[src/rtl/i2c_reg_pkg.sv]
// Shared types and constants for the I2C register target.
// Latency: n/a (declarations only).
// Backpressure: n/a.
package i2c_reg_pkg;

  typedef enum logic [3:0] {
    IDLE,
    ADDR,
    ADDR_ACK,
    PTR,
    PTR_ACK,
    WDATA,
    WDATA_ACK,
    RDATA,
    RACK,
    IGNORE
  } state_t;

  localparam logic [7:0] REG_CMP_L   = 8'd0;
  localparam logic [7:0] REG_CMP_M   = 8'd1;
  localparam logic [7:0] REG_CMP_H   = 8'd2;
  localparam logic [7:0] REG_CTRL    = 8'd3;
  localparam int         NUM_REGS    = 4;
  localparam logic [7:0] RD_UNMAPPED = 8'hFF;

endpackage

[src/rtl/i2c_line_filter.sv]
// Synchronizes one raw bus line and debounces it with a stability filter.
// Latency: 2 sync flops + FILT_LEN equal samples before lvl/rise/fall move.
// Backpressure: none; strobes are single-clk pulses aligned with the lvl change.
module i2c_line_filter #(
  parameter int FILT_LEN = 3
) (
  input  logic clk,
  input  logic rst,
  input  logic raw,
  output logic lvl,
  output logic rise,
  output logic fall
);

  localparam int CW = $clog2(FILT_LEN + 1);

  logic [1:0]    sync;
  logic [CW-1:0] cnt;

  // Synchronize, then accept a new level only after FILT_LEN consecutive differing samples.
  always_ff @(posedge clk) begin
    if (rst) begin
      sync <= 2'b11;
      lvl  <= 1'b1;
      cnt  <= '0;
      rise <= 1'b0;
      fall <= 1'b0;
    end else begin
      sync <= {sync[0], raw};
      rise <= 1'b0;
      fall <= 1'b0;
      if (sync[1] == lvl) begin
        cnt <= '0;
      end else if (cnt == CW'(FILT_LEN - 1)) begin
        lvl  <= sync[1];
        cnt  <= '0;
        rise <= sync[1];
        fall <= ~sync[1];
      end else begin
        cnt <= cnt + CW'(1);
      end
    end
  end

endmodule

[src/rtl/i2c_reg_target.sv]
// I2C target with auto-incrementing pointer, staged compare value and atomic publish.
// Latency: filter delay after each SCL edge; commit lands on the clk of the 8th bit of reg 3.
// Backpressure: none; SCL is never stretched, every addressed byte is ACKed.
module i2c_reg_target
  import i2c_reg_pkg::*;
#(
  parameter logic [6:0] I2C_ADDR = 7'h52,
  parameter int         FILT_LEN = 3,
  parameter int         CMP_W    = 18
) (
  input  logic             clk,
  input  logic             rst,
  input  logic             scl_i,
  input  logic             sda_i,
  output logic             sda_oe,
  output logic [CMP_W-1:0] cmpa,
  output logic             cmpa_valid,
  output logic [7:0]       ctrl,
  output logic             busy
);

  logic scl_lvl, scl_rise, scl_fall;
  logic sda_lvl, sda_rise, sda_fall;

  i2c_line_filter #(.FILT_LEN(FILT_LEN)) u_scl_filt (
    .clk  (clk),
    .rst  (rst),
    .raw  (scl_i),
    .lvl  (scl_lvl),
    .rise (scl_rise),
    .fall (scl_fall)
  );

  i2c_line_filter #(.FILT_LEN(FILT_LEN)) u_sda_filt (
    .clk  (clk),
    .rst  (rst),
    .raw  (sda_i),
    .lvl  (sda_lvl),
    .rise (sda_rise),
    .fall (sda_fall)
  );

  state_t           state;
  logic [3:0]       bit_cnt;
  logic [7:0]       shreg;
  logic [7:0]       ptr;
  logic             rw;
  logic [CMP_W-1:0] stage;
  logic [7:0]       byte_in;
  logic [7:0]       rd_byte;

  // Byte as it stands once the bit currently on SDA is shifted in.
  assign byte_in = {shreg[6:0], sda_lvl};

  // Read mux: staged value for the compare bytes, published ctrl, 0xFF when unmapped.
  always_comb begin
    rd_byte = RD_UNMAPPED;
    case (ptr)
      REG_CMP_L: rd_byte = stage[7:0];
      REG_CMP_M: rd_byte = stage[15:8];
      REG_CMP_H: rd_byte = {{(24 - CMP_W){1'b0}}, stage[CMP_W-1:16]};
      REG_CTRL:  rd_byte = ctrl;
      default:   rd_byte = RD_UNMAPPED;
    endcase
  end

  // Protocol FSM: bus conditions first, bits sampled on SCL rise, SDA driven only after SCL fall.
  always_ff @(posedge clk) begin
    if (rst) begin
      state      <= IDLE;
      bit_cnt    <= '0;
      shreg      <= '0;
      ptr        <= '0;
      rw         <= 1'b0;
      stage      <= '0;
      cmpa       <= '0;
      ctrl       <= '0;
      cmpa_valid <= 1'b0;
      busy       <= 1'b0;
      sda_oe     <= 1'b0;
    end else begin
      cmpa_valid <= 1'b0;
      if (sda_fall && scl_lvl) begin
        // START or repeated START; ptr deliberately survives
        state   <= ADDR;
        bit_cnt <= '0;
        sda_oe  <= 1'b0;
      end else if (sda_rise && scl_lvl) begin
        // STOP drops any partial byte without writing
        state   <= IDLE;
        bit_cnt <= '0;
        sda_oe  <= 1'b0;
        busy    <= 1'b0;
      end else if (scl_rise) begin
        case (state)
          ADDR: begin
            shreg   <= byte_in;
            bit_cnt <= bit_cnt + 4'd1;
            if (bit_cnt == 4'd7) begin
              if (byte_in[7:1] == I2C_ADDR) begin
                state <= ADDR_ACK;
                rw    <= byte_in[0];
                busy  <= 1'b1;
              end else begin
                state <= IGNORE;
              end
            end
          end
          PTR: begin
            shreg   <= byte_in;
            bit_cnt <= bit_cnt + 4'd1;
            if (bit_cnt == 4'd7) begin
              ptr   <= byte_in;
              state <= PTR_ACK;
            end
          end
          WDATA: begin
            shreg   <= byte_in;
            bit_cnt <= bit_cnt + 4'd1;
            if (bit_cnt == 4'd7) begin
              state <= WDATA_ACK;
              case (ptr)
                REG_CMP_L: stage[7:0]         <= byte_in;
                REG_CMP_M: stage[15:8]        <= byte_in;
                REG_CMP_H: stage[CMP_W-1:16]  <= byte_in[CMP_W-17:0];
                REG_CTRL: begin
                  cmpa       <= stage;
                  ctrl       <= byte_in;
                  cmpa_valid <= 1'b1;
                end
                default: ;
              endcase
            end
          end
          ADDR_ACK, PTR_ACK, WDATA_ACK, RDATA: bit_cnt <= bit_cnt + 4'd1;
          RACK: begin
            if (sda_lvl) begin
              state <= IGNORE;
            end else begin
              ptr     <= ptr + 8'd1;
              bit_cnt <= bit_cnt + 4'd1;
            end
          end
          default: ;
        endcase
      end else if (scl_fall) begin
        case (state)
          ADDR_ACK, PTR_ACK, WDATA_ACK: begin
            if (bit_cnt == 4'd8) begin
              sda_oe <= 1'b1;
            end else if (bit_cnt == 4'd9) begin
              bit_cnt <= '0;
              sda_oe  <= 1'b0;
              if (state == ADDR_ACK && rw) begin
                shreg  <= rd_byte;
                sda_oe <= ~rd_byte[7];
                state  <= RDATA;
              end else if (state == ADDR_ACK) begin
                state <= PTR;
              end else if (state == PTR_ACK) begin
                state <= WDATA;
              end else begin
                state <= WDATA;
                ptr   <= ptr + 8'd1;
              end
            end
          end
          RDATA: begin
            if (bit_cnt == 4'd8) begin
              sda_oe <= 1'b0;
              state  <= RACK;
            end else if (bit_cnt != 4'd0) begin
              shreg  <= {shreg[6:0], 1'b0};
              sda_oe <= ~shreg[6];
            end
          end
          RACK: begin
            if (bit_cnt == 4'd9) begin
              shreg   <= rd_byte;
              sda_oe  <= ~rd_byte[7];
              bit_cnt <= '0;
              state   <= RDATA;
            end
          end
          default: sda_oe <= 1'b0;
        endcase
      end
    end
  end

endmodule
[config.mk]
export PLATFORM = sky130hd
export DESIGN_NAME = i2c_reg_target
export DESIGN_NICKNAME = d
export VERILOG_FILES = /design/src/rtl/i2c_reg_pkg.sv /design/src/rtl/i2c_line_filter.sv /design/src/rtl/i2c_reg_target.sv
export SDC_FILE = /design/constraint.sdc
export NUM_CORES = 1
export LEC_CHECK = 0
export ABC_AREA = 1
export CAP_MARGIN = 0
export CORE_MARGIN = 2
export CORE_UTILIZATION = 52
export CTS_CLUSTER_SIZE = 24
export DETAILED_ROUTE_END_ITERATION = 8
export MAX_ROUTING_LAYER = met4
export PLACE_DENSITY = 0.72
export SLEW_MARGIN = 20
export SYNTH_ARGS = -nofsm -noshare
export SYNTH_HDL_FRONTEND = slang
export SYNTH_SLANG_ARGS = --single-unit
[constraint.sdc]
create_clock -name clk -period 1.72 [get_ports clk]
set_input_delay 0.172 -clock clk [delete_from_list [all_inputs] [get_ports clk]]
set_output_delay 0.172 -clock clk [all_outputs]
set_load 0.05 [all_outputs]
* Yosys cells after proc, flatten, opt, wreduce, memory -nomap -nowiden
Index checks and enable logic that the tools add are counted.
Storage, ports and cells: register bits 85, input bits 4, output and inout port bits 29, logic and storage cells 190
Operators by class: add/subtract/negate cells 4, eq/ne operators 51, muxes and demuxes 59, bitwise operators 13, reduce and logical (&&, ||, !) cells 39
Operators by type and width (count):
- $mux 8 | 10
- $mux 4 | 16
- $mux 7 | 9
- $reduce_and 11->1 | 3
- $pmux 8 s4 | 1
- $reduce_and 6->1 | 5
- $ne 5x4->1 const B | 5
- $ne 3x2->1 const B | 8
- $ne 3x3->1 const B | 8
- $pmux 7 s3 | 1
- $reduce_or 3->1 | 7
- $eq 4x3->1 const B | 5
- $ne 5x5->1 const B | 4
- $eq 8x2->1 const B | 2
- $pmux 4 s2 | 2
- $pmux 4 s4 | 1
- $pmux 8 s2 | 1
- $reduce_and 5->1 | 3
- $mux 1 | 14
- $reduce_bool 2->1 | 7
- $not 1->1 | 13
- $eq 4x4->1 const B | 3
- $pmux 4 s3 | 1
- $reduce_and 12->1 | 1
- other kinds (22) | 36

* Longest topological paths before layout
depth after elaboration 10, gate-level depth with buffers 14

* Modules after synthesis
Synthesis repeated with hierarchy kept, for this count alone.
Second synthesis, totals: cells, all modules 580, area, all modules 4261.6 µm²
By module, submodules not included:
- i2c_reg_target | instances 1, cells each 530, area an instance 3786.1 µm², sequential area each 1421.4 µm²
- i2c_line_filter | instances 2, cells each 25, area an instance 237.7 µm², sequential area each 140.1 µm²

* Worst setup path after synthesis
Ideal clock, no wire load.
path kind register to register, start register bit_cnt[0], end register ctrl[5], data arrival time 1.553 ns, slack 0.048 ns, stages on the path, launching flop included 10, period minus slack after synthesis 1.672 ns, cell sequence dfxtp_1 > ha_1 > nand3_1 > nor4_4 > nand3_2 > inv_2 > nand2_4 > buf_6 > o21ai_1 > a21oi_1
On the way: longest elaborated chain between the ends 2
RTL lines:
- start, declared | RTL line i2c_reg_target.sv:44 | logic [3:0] bit_cnt;
- start signal, assigned | RTL line i2c_reg_target.sv:98 | bit_cnt <= bit_cnt + 4'd1;
- start signal, assigned | RTL line i2c_reg_target.sv:111 | bit_cnt <= bit_cnt + 4'd1;
- start signal, assigned | RTL line i2c_reg_target.sv:119 | bit_cnt <= bit_cnt + 4'd1;
- $eq 4x3->1 | RTL line i2c_reg_target.sv:120 | if (bit_cnt == 4'd7) begin
- $reduce_and 6->1 (no line)
- end signal, assigned | RTL line i2c_reg_target.sv:128 | ctrl <= byte_in;
- end, declared | RTL line i2c_reg_target.sv:18 | output logic [7:0] ctrl,
No other way between the ends. A chain may end at the register's enable or synchronous reset.

* Final worst setup path
start register bit_cnt[1], end register stage[9]
On the way: longest elaborated chain between the ends 2
RTL lines:
- $eq 4x3->1 | RTL line i2c_reg_target.sv:120
- $reduce_and 6->1 (no line)
- end signal, assigned | RTL line i2c_reg_target.sv:124 | REG_CMP_M: stage[15:8] <= byte_in;
- end signal, assigned by index | RTL line i2c_reg_target.sv:125 | REG_CMP_H: stage[CMP_W-1:16] <= byte_in[CMP_W-17:0];
- end, declared | RTL line i2c_reg_target.sv:48 | logic [CMP_W-1:0] stage;
No other way between the ends.

==> run metrics <==
Post-Synthesis Cells between 500 and 600; Worst R2R Path Depth 9; post-synthesis register bit count between 80 and 90; commonest non-fill, non-tap cell in the layout nand2_1; Synth area leader dfxtp_1; core region area about 7800 sq um; synthesized cell area 4190 sq um; sequential cell area 1730 sq um; WP data arrival 2.08 ns; GP Congestion 0.953; share of cells above drive strength 1 0.291; Final Hold Fails 0; area taken by multi-input logic gates 2370 sq um; max-cap violation count 0; setup TNS after final layout -0.543 ns; worst-margin pin slew 0.566 ns; DP Worst Slack -0.124 ns; final slew viol count 0; crit-path max FO 7; Clock Path Buffers 2; post-route ant nets 0; initial antenna violation count 0; Area contributors post-synth dfxtp_1 (41%), nand2_1 (8.2%), a21oi_1 (7.8%), inv_1 (7.0%), o21ai_0 (5.3%); pwr dens 618 nW/um^2; Layout Skew around 0.015 ns; hold endpoint u_sda_filt.sync[0]$_SDFF_PP1_; failing checks setup timing; final setup vio count 21; final core utilization 0.749; io pins 33; critical-path cell list ha_4 -> nand3_4 -> nor4_4 -> nand3_2 -> buf_6 -> nor2_4 -> buf_12 -> o21ai_2 -> a21oi_1; Lkg Pwr 2.58 nW; Hold Buf Count CTS 0; FF-to-FF Start bit_cnt[1]$_SDFFE_PP0P_; Worst Setup Slack, final -0.0609 ns; CP Capture Type flip-flop; Ys Warns 0; HPWL after DPL about 7.8 mm; DR pass1 iterations 8; Fill cells 572; DR vias 4436; n_diodes 0; CTS buffer count 9; CP max-delay cell dfxtp_4; hold path depth 2; row count 32; Hold Crit Start sda_i; post-synthesis sequential area ratio 0.407; Final min period 1.78 ns; peak supply drop ~0.00046 V; Final nets 689; most frequent cells in the layout nand2_1 (83), dfxtp_1 (77), inv_1 (71), buf_4 (61), a21oi_1 (58); # clock sinks 85; number of global-route vias before repair 3805; Die Area 8780 sq um; delay of the slowest critical-path stage 0.38 ns; Total Power 3.59 mW; FF-to-FF setup slack -0.06 ns; Post-Syn Nets slightly below 600; top cell type's share of synthesized area 0.407; Max Freq 0.562 GHz; R2R Path End stage[9]$_SDFFE_PP0P_; grt ovf 0; Worst-Skew Late Latency 0.37 ns; H-tree depth 3; area grow syn2layout 39.0%; post-DR vias/cell 5.67; pin count of the biggest net entering global routing 58; CTS clk-pin slew, worst paths 0.10 ns; global-route wire length before repair 18.0 mm; Residual DRC 0; Total Routing Usage GR 0.266; status finished, violations left; CTS tree done; Final Cycle Share 1.04; Iteration-0 DRC Markers around 370; clk root buf clkbuf_8; CP Class flip-flop to flip-flop; Startpoint Class flip-flop; Die Span Y 93.7 microns; wire length per cell 16.5 microns; worst hold path class primary input to flip-flop; RSZ-0062 raised after global routing true; # port buffers 32; total wire length 12.9 mm; CP required 2.02 ns; Die Width 93.7 microns; worst rel slew slack 0.622; initial core utilization 0.539; Netlist cell types 40; syn avg cell area 7.29 sq um
==> kinds of logic after synthesis <==
family | count (synthesis) | synth area share
xor+xnor | 3 | 0.00628
buf+inv | 104 | 0.110
flops | 85 | 0.407
fa+ha+maj | 9 | 0.0269
compound gates | 163 | 0.212
simple gates | 210 | 0.238
==> synthesized netlist by cell type (all sizes together) <==
library cell and count:
xnor2 1, and3 1, a22o 1, nor4 4, a31oi 1, nand3 27
buf 12, a21oi 66, o21ai 78, clkbuf 9, nor3b 1, nor2 63
nor3 4, o211ai 10, nand2 98, a211oi 1, xor2 2, o22ai 5
inv 83, or2 5, nor4b 1, o31ai 1, nand4 5, dfxtp 85
ha 9, and2 1
==> stage by stage <==
step                      cells  area (sq um)  hold WS [ns]
after CTS                   762          5240         0.350
final                       783          5820         0.363
after detailed placement    742          4930         0.397
after floorplan             574          4190         0.276
after global placement      742          4930         0.390
after global routing        783          5820         0.379
==> worst max-delay path, delay by kind of cell (launching register included) <==
kind | cells | cell delay (ns)
DFF | 1 | 0.38
and+or+nand+nor | 4 | 0.64
adders and majority gates | 1 | 0.16
AOI/OAI and AO/OA | 2 | 0.19
buffers and inverters | 2 | 0.34
==> power by group <==
part / internal (mW) / switching (mW) / total (mW)
registers: 1.96 / 0.00352 / 1.96
clock network: 0.739 / 0.803 / 1.54
logic: 0.0331 / 0.0532 / 0.0863
==> flip-flops by register name (all words and copies together), names as in the netlist, 2 cells and up <==
register / count
ptr: 8
cmpa: 18
state: 4
ctrl: 8
bit_cnt: 4
u_sda_filt.cnt: 2
u_sda_filt.sync: 2
shreg: 7
stage: 18
u_scl_filt.cnt: 2
u_scl_filt.sync: 2
==> per-layer routing <==
layer,GRT usage,share of wire,up-vias
met5,-,0,-
met4,0.105,0.041,0
met3,0.0562,0.067,56
met2,0.417,0.48,232
met1,0.336,0.41,2057
li1,-,-,2091
==> layout make-up <==
cell class,instances,area share
repair buffers,110,0.181
clock inverters,6,0.0133
inverters,83,0.0553
well taps,102,0.0219
flip-flops and latches,85,0.297
clock buffers,10,0.0237
multi-input cells,387,0.407
==> how the worst max path moves through the flow <==
| stage | slack, ns | startpoint | cells past startpoint | end |
|---|---|---|---|---|
| floorplan | 0.05 | bit_cnt[0]$_SDFFE_PP0P_ | 9 | ctrl[5]$_SDFFE_PP0P_ |
| global placement | -0.04 | state[0]$_SDFFE_PP0P_ | 11 | shreg[0]$_SDFFE_PP0P_ |
| detailed placement | -0.12 | bit_cnt[1]$_SDFFE_PP0P_ | 8 | cmpa[9]$_SDFFE_PP0P_ |
| CTS | -0.005 | state[3]$_SDFFE_PP0P_ | 12 | state[3]$_SDFFE_PP0P_ |
| global route | -0.16 | bit_cnt[3]$_SDFFE_PP0P_ | 9 | stage[8]$_SDFFE_PP0P_ |
| finish | -0.06 | bit_cnt[1]$_SDFFE_PP0P_ | 9 | stage[9]$_SDFFE_PP0P_ |
==> repair_timing <==
action | CTS | global route
gates cloned | 1 | 2
setup endpoints to repair | 68 | 77
gates resized for setup | 23 | 125
pin swaps | 8 | 20
buffers inserted | 3 | 20
No activity file was read; power rests on OpenSTA's default activity.
